<file path="src/rtl/core_pkg.sv">
// Core-wide widths and shared types.
package core_pkg;

  localparam int Xlen = 32;
  localparam int Ilen = 32;

  typedef enum logic {SrcInst, SrcData} mem_src_e;

endpackage

</file>
<file path="src/rtl/fifo.sv">
// Generic synchronous FIFO; read data is the registered head, visible while rd_valid_o.
// Latency: one cycle from push to rd_valid_o.
// Backpressure: wr_ready_o low when full; a pop on an empty FIFO is ignored.
module fifo #(
  parameter int DepthLog2 = 2,
  parameter int Width     = 8
) (
  input  logic             clk_i,
  input  logic             rst_i,
  input  logic             wr_valid_i,
  output logic             wr_ready_o,
  input  logic [Width-1:0] wr_data_i,
  output logic             rd_valid_o,
  input  logic             rd_ready_i,
  output logic [Width-1:0] rd_data_o
);

  localparam int Depth = 1 << DepthLog2;

  logic [Width-1:0]     mem_q [Depth];
  logic [DepthLog2-1:0] wr_ptr_q;
  logic [DepthLog2-1:0] rd_ptr_q;
  logic [DepthLog2:0]   count_q;
  logic                 push;
  logic                 pop;

  // Occupancy never exceeds Depth, so its MSB alone marks full.
  assign wr_ready_o = !count_q[DepthLog2];
  assign rd_valid_o = (count_q != '0);
  assign rd_data_o  = mem_q[rd_ptr_q];

  assign push = wr_valid_i && wr_ready_o;
  assign pop  = rd_ready_i && rd_valid_o;

  always_ff @(posedge clk_i) begin
    if (rst_i) begin
      wr_ptr_q <= '0;
      rd_ptr_q <= '0;
      count_q  <= '0;
    end else begin
      if (push) wr_ptr_q <= wr_ptr_q + 1'b1;
      if (pop)  rd_ptr_q <= rd_ptr_q + 1'b1;
      case ({push, pop})
        2'b10:   count_q <= count_q + 1'b1;
        2'b01:   count_q <= count_q - 1'b1;
        default: count_q <= count_q;
      endcase
    end
  end

  always_ff @(posedge clk_i) begin
    if (push) mem_q[wr_ptr_q] <= wr_data_i;
  end

endmodule

</file>
<file path="src/rtl/mem_arbiter.sv">
// Round-robin arbiter sharing one memory port between instruction-fetch and data requesters.
// Latency: zero on both request and response paths (purely combinational muxing).
// Backpressure: mem_ready_i passes to the selected requester; reads stall while the tag queue is full.
module mem_arbiter import core_pkg::*; #(
  parameter int Xlen            = core_pkg::Xlen,
  parameter int Ilen            = core_pkg::Ilen,
  parameter int OutstandingLog2 = 2
) (
  input  logic              clk_i,
  input  logic              rst_i,

  input  logic              inst_valid_i,
  output logic              inst_ready_o,
  input  logic [Xlen-1:0]   inst_addr_i,
  input  logic [Ilen-1:0]   inst_wdata_i,
  input  logic [Ilen/8-1:0] inst_wmask_i,
  output logic [Ilen-1:0]   inst_rdata_o,
  output logic              inst_rvalid_o,

  input  logic              data_valid_i,
  output logic              data_ready_o,
  input  logic [Xlen-1:0]   data_addr_i,
  input  logic [Ilen-1:0]   data_wdata_i,
  input  logic [Ilen/8-1:0] data_wmask_i,
  output logic [Ilen-1:0]   data_rdata_o,
  output logic              data_rvalid_o,

  input  logic              mem_ready_i,
  output logic              mem_valid_o,
  output logic [Xlen-1:0]   mem_addr_o,
  output logic [Ilen-1:0]   mem_wdata_o,
  output logic [Ilen/8-1:0] mem_wmask_o,
  input  logic [Ilen-1:0]   mem_rdata_i,
  input  logic              mem_rvalid_i,

  output logic              err_o
);

  mem_src_e last_q;
  mem_src_e sel;
  mem_src_e head_src;
  logic     any_valid;
  logic     sel_is_read;
  logic     stall;
  logic     accept;
  logic     tag_push;
  logic     tag_full;
  logic     tag_nonempty;
  logic     tag_wr_ready;
  logic     tag_in;
  logic     tag_out;
  logic     err_q;

  // A tie goes to whoever did not win the last accepted transfer.
  always_comb begin
    sel = SrcData;
    if (inst_valid_i && data_valid_i) begin
      sel = (last_q == SrcInst) ? SrcData : SrcInst;
    end else if (inst_valid_i) begin
      sel = SrcInst;
    end
  end

  always_comb begin
    mem_addr_o  = data_addr_i;
    mem_wdata_o = data_wdata_i;
    mem_wmask_o = data_wmask_i;
    if (sel == SrcInst) begin
      mem_addr_o  = inst_addr_i;
      mem_wdata_o = inst_wdata_i;
      mem_wmask_o = inst_wmask_i;
    end
  end

  assign any_valid   = inst_valid_i || data_valid_i;
  assign sel_is_read = (mem_wmask_o == '0);
  // Fullness is registered occupancy; a same-cycle pop does not free a slot.
  assign stall       = tag_full && sel_is_read;

  assign mem_valid_o  = any_valid && !stall;
  assign inst_ready_o = (sel == SrcInst) && mem_ready_i && !stall;
  assign data_ready_o = (sel == SrcData) && mem_ready_i && !stall;

  assign accept   = mem_valid_o && mem_ready_i;
  assign tag_push = accept && sel_is_read;
  assign tag_in   = sel;
  assign tag_full = !tag_wr_ready;

  fifo #(
    .DepthLog2 (OutstandingLog2),
    .Width     (1)
  ) u_tag_q (
    .clk_i      (clk_i),
    .rst_i      (rst_i),
    .wr_valid_i (tag_push),
    .wr_ready_o (tag_wr_ready),
    .wr_data_i  (tag_in),
    .rd_valid_o (tag_nonempty),
    .rd_ready_i (mem_rvalid_i),
    .rd_data_o  (tag_out)
  );

  assign head_src = mem_src_e'(tag_out);

  assign inst_rdata_o  = mem_rdata_i;
  assign data_rdata_o  = mem_rdata_i;
  assign inst_rvalid_o = mem_rvalid_i && tag_nonempty && (head_src == SrcInst);
  assign data_rvalid_o = mem_rvalid_i && tag_nonempty && (head_src == SrcData);

  always_ff @(posedge clk_i) begin
    if (rst_i) begin
      last_q <= SrcInst;
      err_q  <= 1'b0;
    end else begin
      if (accept) last_q <= sel;
      // A response with nothing outstanding is dropped and flagged until reset.
      if (mem_rvalid_i && !tag_nonempty) err_q <= 1'b1;
    end
  end

  assign err_o = err_q;

endmodule
</file>
<file path="config.mk">
export PLATFORM = sky130hd
export DESIGN_NAME = mem_arbiter
export DESIGN_NICKNAME = d
export VERILOG_FILES = /design/src/rtl/core_pkg.sv /design/src/rtl/fifo.sv /design/src/rtl/mem_arbiter.sv
export SDC_FILE = /design/constraint.sdc
export NUM_CORES = 1
export LEC_CHECK = 0
export CAP_MARGIN = 25
export CORE_AREA = 10 10 111 113
export DETAILED_ROUTE_END_ITERATION = 8
export DIE_AREA = 0 0 121 123
export PLACE_DENSITY = 0.85
export SLEW_MARGIN = 10
export SYNTH_ARGS = -nofsm -noshare
export SYNTH_HDL_FRONTEND = slang
export SYNTH_SLANG_ARGS = --single-unit
</file>
<file path="constraint.sdc">
create_clock -name clk_i -period 2.6 [get_ports clk_i]
set_input_delay 0.26 -clock clk_i [delete_from_list [all_inputs] [get_ports clk_i]]
set_output_delay 0.26 -clock clk_i [all_outputs]
set_load 0.01 [all_outputs]
</file>
Yosys cells after proc, flatten, opt, wreduce, memory -nomap -nowiden. Memories as Yosys holds them, arrays and structs flattened. A register that Yosys moved wholly into a read port is not among the register bits. Index checks and enable logic that the tools add are counted.

Bits of input ports: 174. Memories: 1. Output and inout bits: 138. Bits in writable memories: 4. Logic and storage cells: 46. Flip-flop bits (word level): 9.

Equality and inequality tests: 2. $add $sub $neg: 4. Reduce and logical (&&, ||, !) cells: 21. Multiplexer cells: 11. Bitwise gates (word level): 2.

Memory list: u_tag_q.mem_q (depth 4, width 1, rd ports 1, clocked after Yosys merged registers in 1, write ports 1, RTL line fifo.sv:20) `logic [Width-1:0] mem_q [Depth];`.

Operator list (count): 2-to-1 mux 32 bit (2); logical AND 1 bit (14); one-hot mux 3 bit (2 select lines) (1); 2-to-1 mux 1 bit (5); adder 2 x 1 -> 2 bit, second input constant (2); zero test 4 bit (1); 2-to-1 mux 2 bit (2); 2-to-1 mux 4 bit (1); adder 3 x 1 -> 3 bit, second input constant (1); zero test 1 bit (3); nonzero test 3 bit (1); subtractor 3 x 1 -> 3 bit, second input constant (1); == test 2 x 1 -> 1 bit, second input constant (1); == test 2 bit, second input constant (1); NOT 1 bit (2); nonzero test 2 bit (1); logical OR 1 bit (1).

Longest topological paths before layout.
Depth after elaboration: 12. Depth in mapped cells: 11. Gate-level depth less buffers: 10.

Cells and area by module. A second synthesis with hierarchy kept.

Cells, all modules: 220. Area, all modules: 2088.3 um^2.

By module, submodules not included: mem_arbiter (area an instance 1472.7 um^2, cells each 165, seq. area each 40.0 um^2, instances 1); fifo (area an instance 615.6 um^2, cells each 55, seq. area each 300.3 um^2, instances 1).

Worst setup path before layout. No wires, ideal clock.

Path type: input to register. Start: input inst_valid_i. End: register u_tag_q.count_q[2]. Cell stages on the path: 11. Slack: 0.549 ns. Library setup time: 0.070 ns. Data required time: 2.530 ns. Arrival time: 1.981 ns. Path buffers: 1. Cell sequence: buf_2 -> inv_1 -> o21ai_1 -> a21oi_4 -> inv_1 -> ha_1 -> inv_1 -> fa_1 -> xor2_1 -> or3_1 -> a21oi_1.

Word-level cells in the longest chain between the ends: 12. Elaborated cells on any way between the ends: 16. Those cells by class: eq/ne (2); mux (4); reduce/logical (10).

Ends and longest elaborated chain: start, declared (RTL line mem_arbiter.sv:12) `input logic inst_valid_i,`; 2-to-1 mux 1 bit / logical AND 1 bit (equally long branches) (RTL line mem_arbiter.sv:59, mem_arbiter.sv:57); 2-to-1 mux 1 bit (RTL line mem_arbiter.sv:57) `if (inst_valid_i && data_valid_i) begin`; 2-to-1 mux 4 bit (RTL line mem_arbiter.sv:68) `if (sel == SrcInst) begin`; zero test 4 bit (RTL line mem_arbiter.sv:76) `assign sel_is_read = (mem_wmask_o == '0);`; logical AND 1 bit (RTL line mem_arbiter.sv:78) `assign stall = tag_full && sel_is_read;`; zero test 1 bit (RTL line mem_arbiter.sv:80) `assign mem_valid_o = any_valid && !stall;`; logical AND 1 bit (RTL line mem_arbiter.sv:80); logical AND 1 bit (RTL line mem_arbiter.sv:84) `assign accept = mem_valid_o && mem_ready_i;`; logical AND 1 bit (*) (RTL line mem_arbiter.sv:85) `assign tag_push = accept && sel_is_read;`; logical AND 1 bit (*) (RTL line fifo.sv:32) `assign push = wr_valid_i && wr_ready_o;`; == test 2 x 1 -> 1 bit / == test 2 bit (equally long branches) (RTL line fifo.sv:43) `case ({push, pop})`; one-hot mux 3 bit (2 select lines) / nonzero test 2 bit (equally long branches); end signal, assigned (RTL line fifo.sv:44) `2'b10: count_q <= count_q + 1'b1;`; end signal, assigned (RTL line fifo.sv:45) `2'b01: count_q <= count_q - 1'b1;`; end signal, assigned (RTL line fifo.sv:46) `default: count_q <= count_q;`; end, declared (RTL line fifo.sv:23) `logic [DepthLog2:0] count_q;`.

Mark *: on every way between the ends. The rest lies on a longest branch, timed or not. A chain may end at the register's enable or synchronous reset.

Worst setup path in the final report.
Start: input data_valid_i. End: output mem_wmask_o[1].

Word-level cells in the longest chain between the ends: 3.

Ends and longest elaborated chain: start, declared (RTL line mem_arbiter.sv:20) `input logic data_valid_i,`; logical AND 1 bit (RTL line mem_arbiter.sv:57); 2-to-1 mux 1 bit (RTL line mem_arbiter.sv:57); 2-to-1 mux 4 bit (RTL line mem_arbiter.sv:68); end, declared (RTL line mem_arbiter.sv:32) `output logic [Ilen/8-1:0] mem_wmask_o,`.

No other way between the ends.

==> impl_metrics.json <==
{
  "status": "finished, final reports clean",
  "p_per_area_nw_per_um2": 274,
  "wl_per_cell_um": 20.6,
  "synth-adder-area-share_pct": 3.87,
  "utilization_pct": 39.8,
  "dpl_cell_area_um2": 3990,
  "rsz0062_at_grt": "false",
  "ir_drop_v": 0.000117,
  "path_class": "in2out",
  "clk_path_buf_depth": 2,
  "synth_cell_types": 35,
  "cpMostUsedCell": "clkdlybuf4s50_1",
  "fin_nets": 557,
  "path_buf_inv": 3,
  "path_max_fanout": 43,
  "cts_tree": "built",
  "grt_pass1_wl_um": 14900,
  "clk_latency_ns": 0.24,
  "clk_pin_slew_ns": 0.06,
  "power_uw": 1110,
  "drt-pass1-iter-count": 4,
  "antenna_found_initial": 1,
  "syn_area_um2": 2130,
  "port_buffers": 215,
  "end_kind": "primary output",
  "layout_commonest_cell": "clkdlybuf4s50_1",
  "fin_skew_ns": 0.00160,
  "grt.total_usage_pct": 12.8,
  "cpPeakStageDelay_ns": 0.54,
  "dp_hpwl_um": 9510,
  "io_pins": 312,
  "worstHoldPathType": "in2reg",
  "root_buffer": "clkbuf_8",
  "vias": 2123,
  "fin_tns_setup_ns": 0,
  "synth-simple-area-share_pct": 8.39,
  "crit_path_start_kind": "input port",
  "worstPathArrival_ns": 2.26,
  "report.final.slew_viol_count": 0,
  "crit_family": "buffers and inverters",
  "setup_slack_ns": 0.0799,
  "cts_max_level": 1,
  "max_cap_viol_count": 0,
  "first_global_vias": 2455,
  "reg2reg_from": "last_q",
  "final_area_um2": 4040,
  "ys_warn_count": 0,
  "grt_start_max_net_pins": 44,
  "dr.first_iter.drc_count": 57,
  "cts_inserted_buffers": 3,
  "ys_ff_latch": 15,
  "antenna_left": 0,
  "die_area_um2": 14900,
  "ys_seq_area_share_pct": 16.0,
  "finalCritPeriodShare_pct": 96.9,
  "hp-start": "inst_valid_i",
  "initial_core_util_pct": 21.0,
  "synth_xor_area_share_pct": 1.64,
  "worstPathCellList": "clkdlybuf4s50_1, nand2b_1, nand2_4, buf_12, mux2_2, clkdlybuf4s50_1",
  "setup_viol": 0,
  "syn-num-nets": 404,
  "drc": 0,
  "slew_headroom_pct": 68.7,
  "synth_cells": 224,
  "worstMarginPinSlew_ns": 0.467,
  "core_area_um2": 10100,
  "leakage_uw": 0.00147,
  "row_count": 37,
  "crit_required_ns": 2.34,
  "critPathLaunch": "data_valid_i",
  "cts.sinks": 15,
  "diodes": 0,
  "routed_wl_um": 10500,
  "fmax_mhz": 397,
  "avgSynthCellArea_um2": 9.52,
  "fin_crit_ns": 2.52,
  "post_cts_buffers": 0,
  "cp_slowest_cell": "clkdlybuf4s50_1",
  "nFillCells": 974,
  "drive_gt1_share_pct": 21.8,
  "place.gp.congestion": 0.845,
  "grt_overflow": 0,
  "pre_cts_ws_ns": -0.0953,
  "die_w_um": 121,
  "synthMuxAreaShare_pct": 38.1,
  "area_growth_syn_to_layout_pct": 89.3,
  "vias_per_cell": 4.15,
  "synth_top_family_by_area": "multiplexers",
  "hold_violations": 0,
  "synth_compound_area_share_pct": 5.05,
  "die_y_um": 123,
  "layout_common_cells": "214 x clkdlybuf4s50_1, 67 x mux2_2, 11 x dfxtp_1, 10 x nor2_1, 9 x inv_1"
}
## area by class of cell
class	count	area, µm²	area share [%]
clock buffers	4	45.0	1.12
inverters	9	33.8	0.837
multi-input cells	127	1220	30.3
flip-flops and latches	15	340	8.43
well taps	136	170	4.22
repair buffers	221	2220	55.1
## routing by layer
| metal | global-route usage [%] | vias up | wire, µm |
|---|---|---|---|
| li1 | - | 1007 | - |
| met1 | 14.0 | 938 | 3830 |
| met2 | 21.7 | 157 | 5290 |
| met3 | 6.34 | 19 | 1240 |
| met4 | 3.02 | 2 | 150 |
| met5 | 0 | - | 13 |
## final timing paths
path,to,slack (ns),cells after the start
setup / recovery,mem_wmask_o[1],0.08,6
hold / removal,last_q,0.50,3
setup reg to reg,u_tag_q.count_q[2],0.37,10
hold reg to reg,err_o,0.51,2
## metrics by stage
step | hold WS, ns | instances
5_1_grt | 0.520 | 512
3_3_place_gp | 0.482 | 508
3_5_place_dp | 0.491 | 508
6_report | 0.499 | 512
2_1_floorplan | 0.437 | 224
4_1_cts | 0.509 | 512
## cell families after synthesis
group	count (synthesis)
AO/OA/AOI/OAI	14
XOR/XNOR	4
adder cells (fa/ha/maj)	6
buffers and inverters	82
flip-flops	15
multiplexers	71
AND/OR/NAND/NOR	32
## worst reg2reg max path: cells and delay by family, from the launching register on
family,cells,cell delay [ns]
AO/OA/AOI/OAI,2,0.23
XOR/XNOR,1,0.17
adder cells (fa/ha/maj),2,0.55
buffers and inverters,2,0.12
flip-flops,1,0.33
AND/OR/NAND/NOR,3,0.73
## cell usage after synthesis (all sizes together)
cell type | count | share of area (%)
a41oi | 1 | 0.41
o21ai | 3 | 0.70
mux4 | 1 | 1.1
ha | 5 | 2.9
nor4 | 1 | 0.59
and2 | 5 | 1.5
a21oi | 4 | 1.5
mux2i | 2 | 0.94
mux2 | 68 | 36
nand2 | 2 | 0.47
nor2 | 10 | 1.8
nor2b | 4 | 1.2
o221a | 1 | 0.53
clkbuf | 1 | 0.18
xnor2 | 1 | 0.41
xor2 | 3 | 1.2
o211ai | 2 | 0.70
nor3 | 2 | 0.47
nand2b | 5 | 1.5
nand4b | 1 | 0.41
o2bb2ai | 1 | 0.41
o2111ai | 1 | 0.41
fa | 1 | 0.94
buf | 72 | 25
or3 | 1 | 0.29
dfxtp | 11 | 10
nand4 | 1 | 0.29
edfxtp | 4 | 5.6
inv | 9 | 1.6
o31a | 1 | 0.41
## where the power goes
part / switching (µW) / internal, µW
clock network: 76.9 / 108
registers: 4.62 / 246
logic: 219 / 452
total: 300 / 806
## repair_timing
| action | CTS | global route |
|---|---|---|
| hold buffers | 0 | 0 |
| gates resized for setup | 0 | 2 |
| setup endpoints to repair | 0 | 2 |
(Power assumes the default switching activity.)
==> RTL change: new RTL, same flow settings <==
Put one more register stage on the output `err_o`, without a reset. The value now appears one clock later. The other outputs are not delayed to match.
--- a/src/rtl/mem_arbiter.sv
+++ b/src/rtl/mem_arbiter.sv
@@ -119,5 +119,7 @@
   end
 
-  assign err_o = err_q;
+  always_ff @(posedge clk_i) begin
+    err_o <= err_q;
+  end
 
 endmodule
Function: changed (a bounded check fails within 4 cycles, from zero or initial values and one cycle with rst_i high).
==> RTL change against the unedited design <==
- clock skew is 0.0038 ns higher
- synthesized area is 0.94% higher
- wire length is 0.31% higher
- worst setup slack better by 0.040 ns
- total power is 2.5% higher
- sequential share of layout area is 0.38 points higher
- sequential cell count is 1 higher
- cell area is 1.3% higher
- die area stayed put
- synthesized cell count is 0.45% higher
- largest power group unchanged
==> RTL change: results (changes against the unedited design) <==
placed_design:
  place_congestion: 0.8168  # -3.3%
  place_worst_setup_slack_ns: -0.01050  # +0.08483 ns
  dp_hpwl_mm: 9.212  # -3.1%
  placedCellCount: 509  # +0.20%
route:
  detail_route.first_pass.iterations: 4  # unchanged
  avgRoutedWirePerCell_um: 20.54  # about the same
  dr_total_vias: 2100  # -1.1%
  ant_nets: 0  # unchanged
  postRouteWirelength_mm: 10.56  # +0.31%
  detailedRoute.firstIterationViolations: 58  # +1.8%
logic_synthesis:
  synth_compound_area_frac: 0.05000  # -0.0004695
  post_synth_mux_area_share: 0.3773  # -0.003543
  synth_common_cells: "sky130_fd_sc_hd__buf_4, sky130_fd_sc_hd__mux2_2, sky130_fd_sc_hd__dfxtp_1"
  yosys_warning_total: 0  # unchanged
  synthXorXnorAreaFrac: 0.01628  # -0.0001529
  yosys.area_share.adder: 0.03837  # -0.0003603
  netlist-cell-type-count: 35  # unchanged
  area_contributors_post_synth: "sky130_fd_sc_hd__mux2_2, sky130_fd_sc_hd__buf_4, sky130_fd_sc_hd__dfxtp_1"
  mean_area_per_synthesized_cell_um2: 9.565  # +0.49%
  synth_nets: 405  # +0.25%
  yosysSeqAreaShare: 0.1674  # +0.007817
  synthFlopType: "sky130_fd_sc_hd__dfxtp_1"
global_routing:
  total_global_routing_track_utilization: 0.1225  # -0.005351
  grt_pass1_vias: 2432  # -0.94%
  grt_max_degree: 42  # -4.5%
  wire_length_of_the_first_global_routing_pass_mm: 14.39  # -3.7%
  antenna_found_initial: 0  # -1
critical_path:
  worst-r2r-setup-slack_ns: 0.49  # +0.12 ns
  crit_end: "data_ready_o"
  r2r_start: "u_tag_q.count_q[2]"
  reg2reg_depth: 10  # unchanged
  crit_start: "data_valid_i"
  timing.critical_path.arrival_ns: 2.22  # -0.04 ns
  crit_fanout: 4  # -91%
power_and_ir_drop:
  leakage_nw: 1.499  # +1.7%
  worst_ir_drop_vdd_v: 0.0001683  # +44%
clock_tree:
  cts-root-to-sink-buffers: 2  # unchanged
  clk_pin_slew_ns: 0.06  # about the same
  cts-buffers-inserted: 3  # unchanged
  clock_tree.root_cell: "sky130_fd_sc_hd__clkbuf_8"
layout:
  number_of_nets_in_the_layout: 559  # +0.36%
  final.fill_count: 1004  # +3.1%
  drive_above_1_share: 0.2222  # +0.004137
  n_antenna_cell: 0  # unchanged
sta:
  final.period_utilization: 0.9539  # -0.01539
  clock_skew_ns: 0.005408  # +0.003808 ns
  worst_slew_slack_as_a_fraction_of_its_limit: 0.6908  # +0.003391
min_path:
  whs_path_depth: 0  # -3
  hp-class: "flip-flop to flip-flop"
outcome:
  run_status: "complete, no violations"
## RTL change: cell types whose count changed after synthesis, sizes merged
cell   delta
dfxtp     +1
## RTL change: metrics by stage
step,setup TNS (ns),area [um2],util,hold WS (ns),power (mW)
after floorplan,0,2152,-,0.3316,0.5985
after global placement,0,4003,0.3948,0.3428,0.9401
after detailed placement,-0.01050,4003,0.3948,0.3569,0.9483
after CTS,0,4048,0.3992,0.3716,1.143
after global routing,-0.003868,4088,0.4032,0.3805,1.192
final,0,4088,0.4032,0.3735,1.135
## RTL change: worst min path at each step
| stage | endpoint | slack [ns] | start |
|---|---|---|---|
| final | err_o | 0.37 | err_q |
| after global routing | err_o | 0.38 | err_q |
| after CTS | err_o | 0.37 | err_q |
| after detailed placement | err_o | 0.36 | err_q |
| after global placement | err_o | 0.34 | err_q |
| after floorplan | err_o | 0.33 | err_q |
## RTL change: final cells by class
class / instances / area (um2) / share of cell area
Timing Repair Buffer: 222 / 2250 / 0.5504
Multi-Input combinational cell: 127 / 1229 / 0.3006
Sequential cell: 16 / 360.3 / 0.08815
Tap cell: 136 / 170.2 / 0.04163
Clock buffer: 3 / 41.29 / 0.01010
Inverter: 9 / 33.78 / 0.008264
Clock inverter: 1 / 3.754 / 0.0009183
## RTL change: where the power goes
part,leakage [nW],internal [mW],switching [mW]
clock,0.0231,0.105,0.0837
combinational,1.34,0.458,0.221
sequential,0.133,0.262,0.00504
## RTL change: per-layer routing
layer | global-route usage | vias to the layer above | share of wire
met4 | 0.04299 | 0 | 0.028
li1 | - | 1015 | -
met1 | 0.1208 | 958 | 0.33
met3 | 0.04740 | 32 | 0.092
met5 | 0 | - | 0
met2 | 0.2293 | 95 | 0.55
## RTL change: cell families after synthesis
kind of cell,count (synthesis)
AO/OA/AOI/OAI,14
adder cells (fa/ha/maj),6
flip-flops,16
AND/OR/NAND/NOR,32
buffers and inverters,82
XOR/XNOR,4
multiplexers,71
## RTL change: critical path: stages
cell and delay (ns):
sky130_fd_sc_hd__clkdlybuf4s50_1 0.51, sky130_fd_sc_hd__nor2b_1 0.21, sky130_fd_sc_hd__o21ai_0 0.29, sky130_fd_sc_hd__o211ai_1 0.21
sky130_fd_sc_hd__a21oi_1 0.16, sky130_fd_sc_hd__clkdlybuf4s50_1 0.57
## RTL change: timing repair
item,4_1_cts,5_1_grt
endpoints found under the setup margin,0,5
gates resized for setup,0,3
setup buffers,0,0
hold buffers,0,0
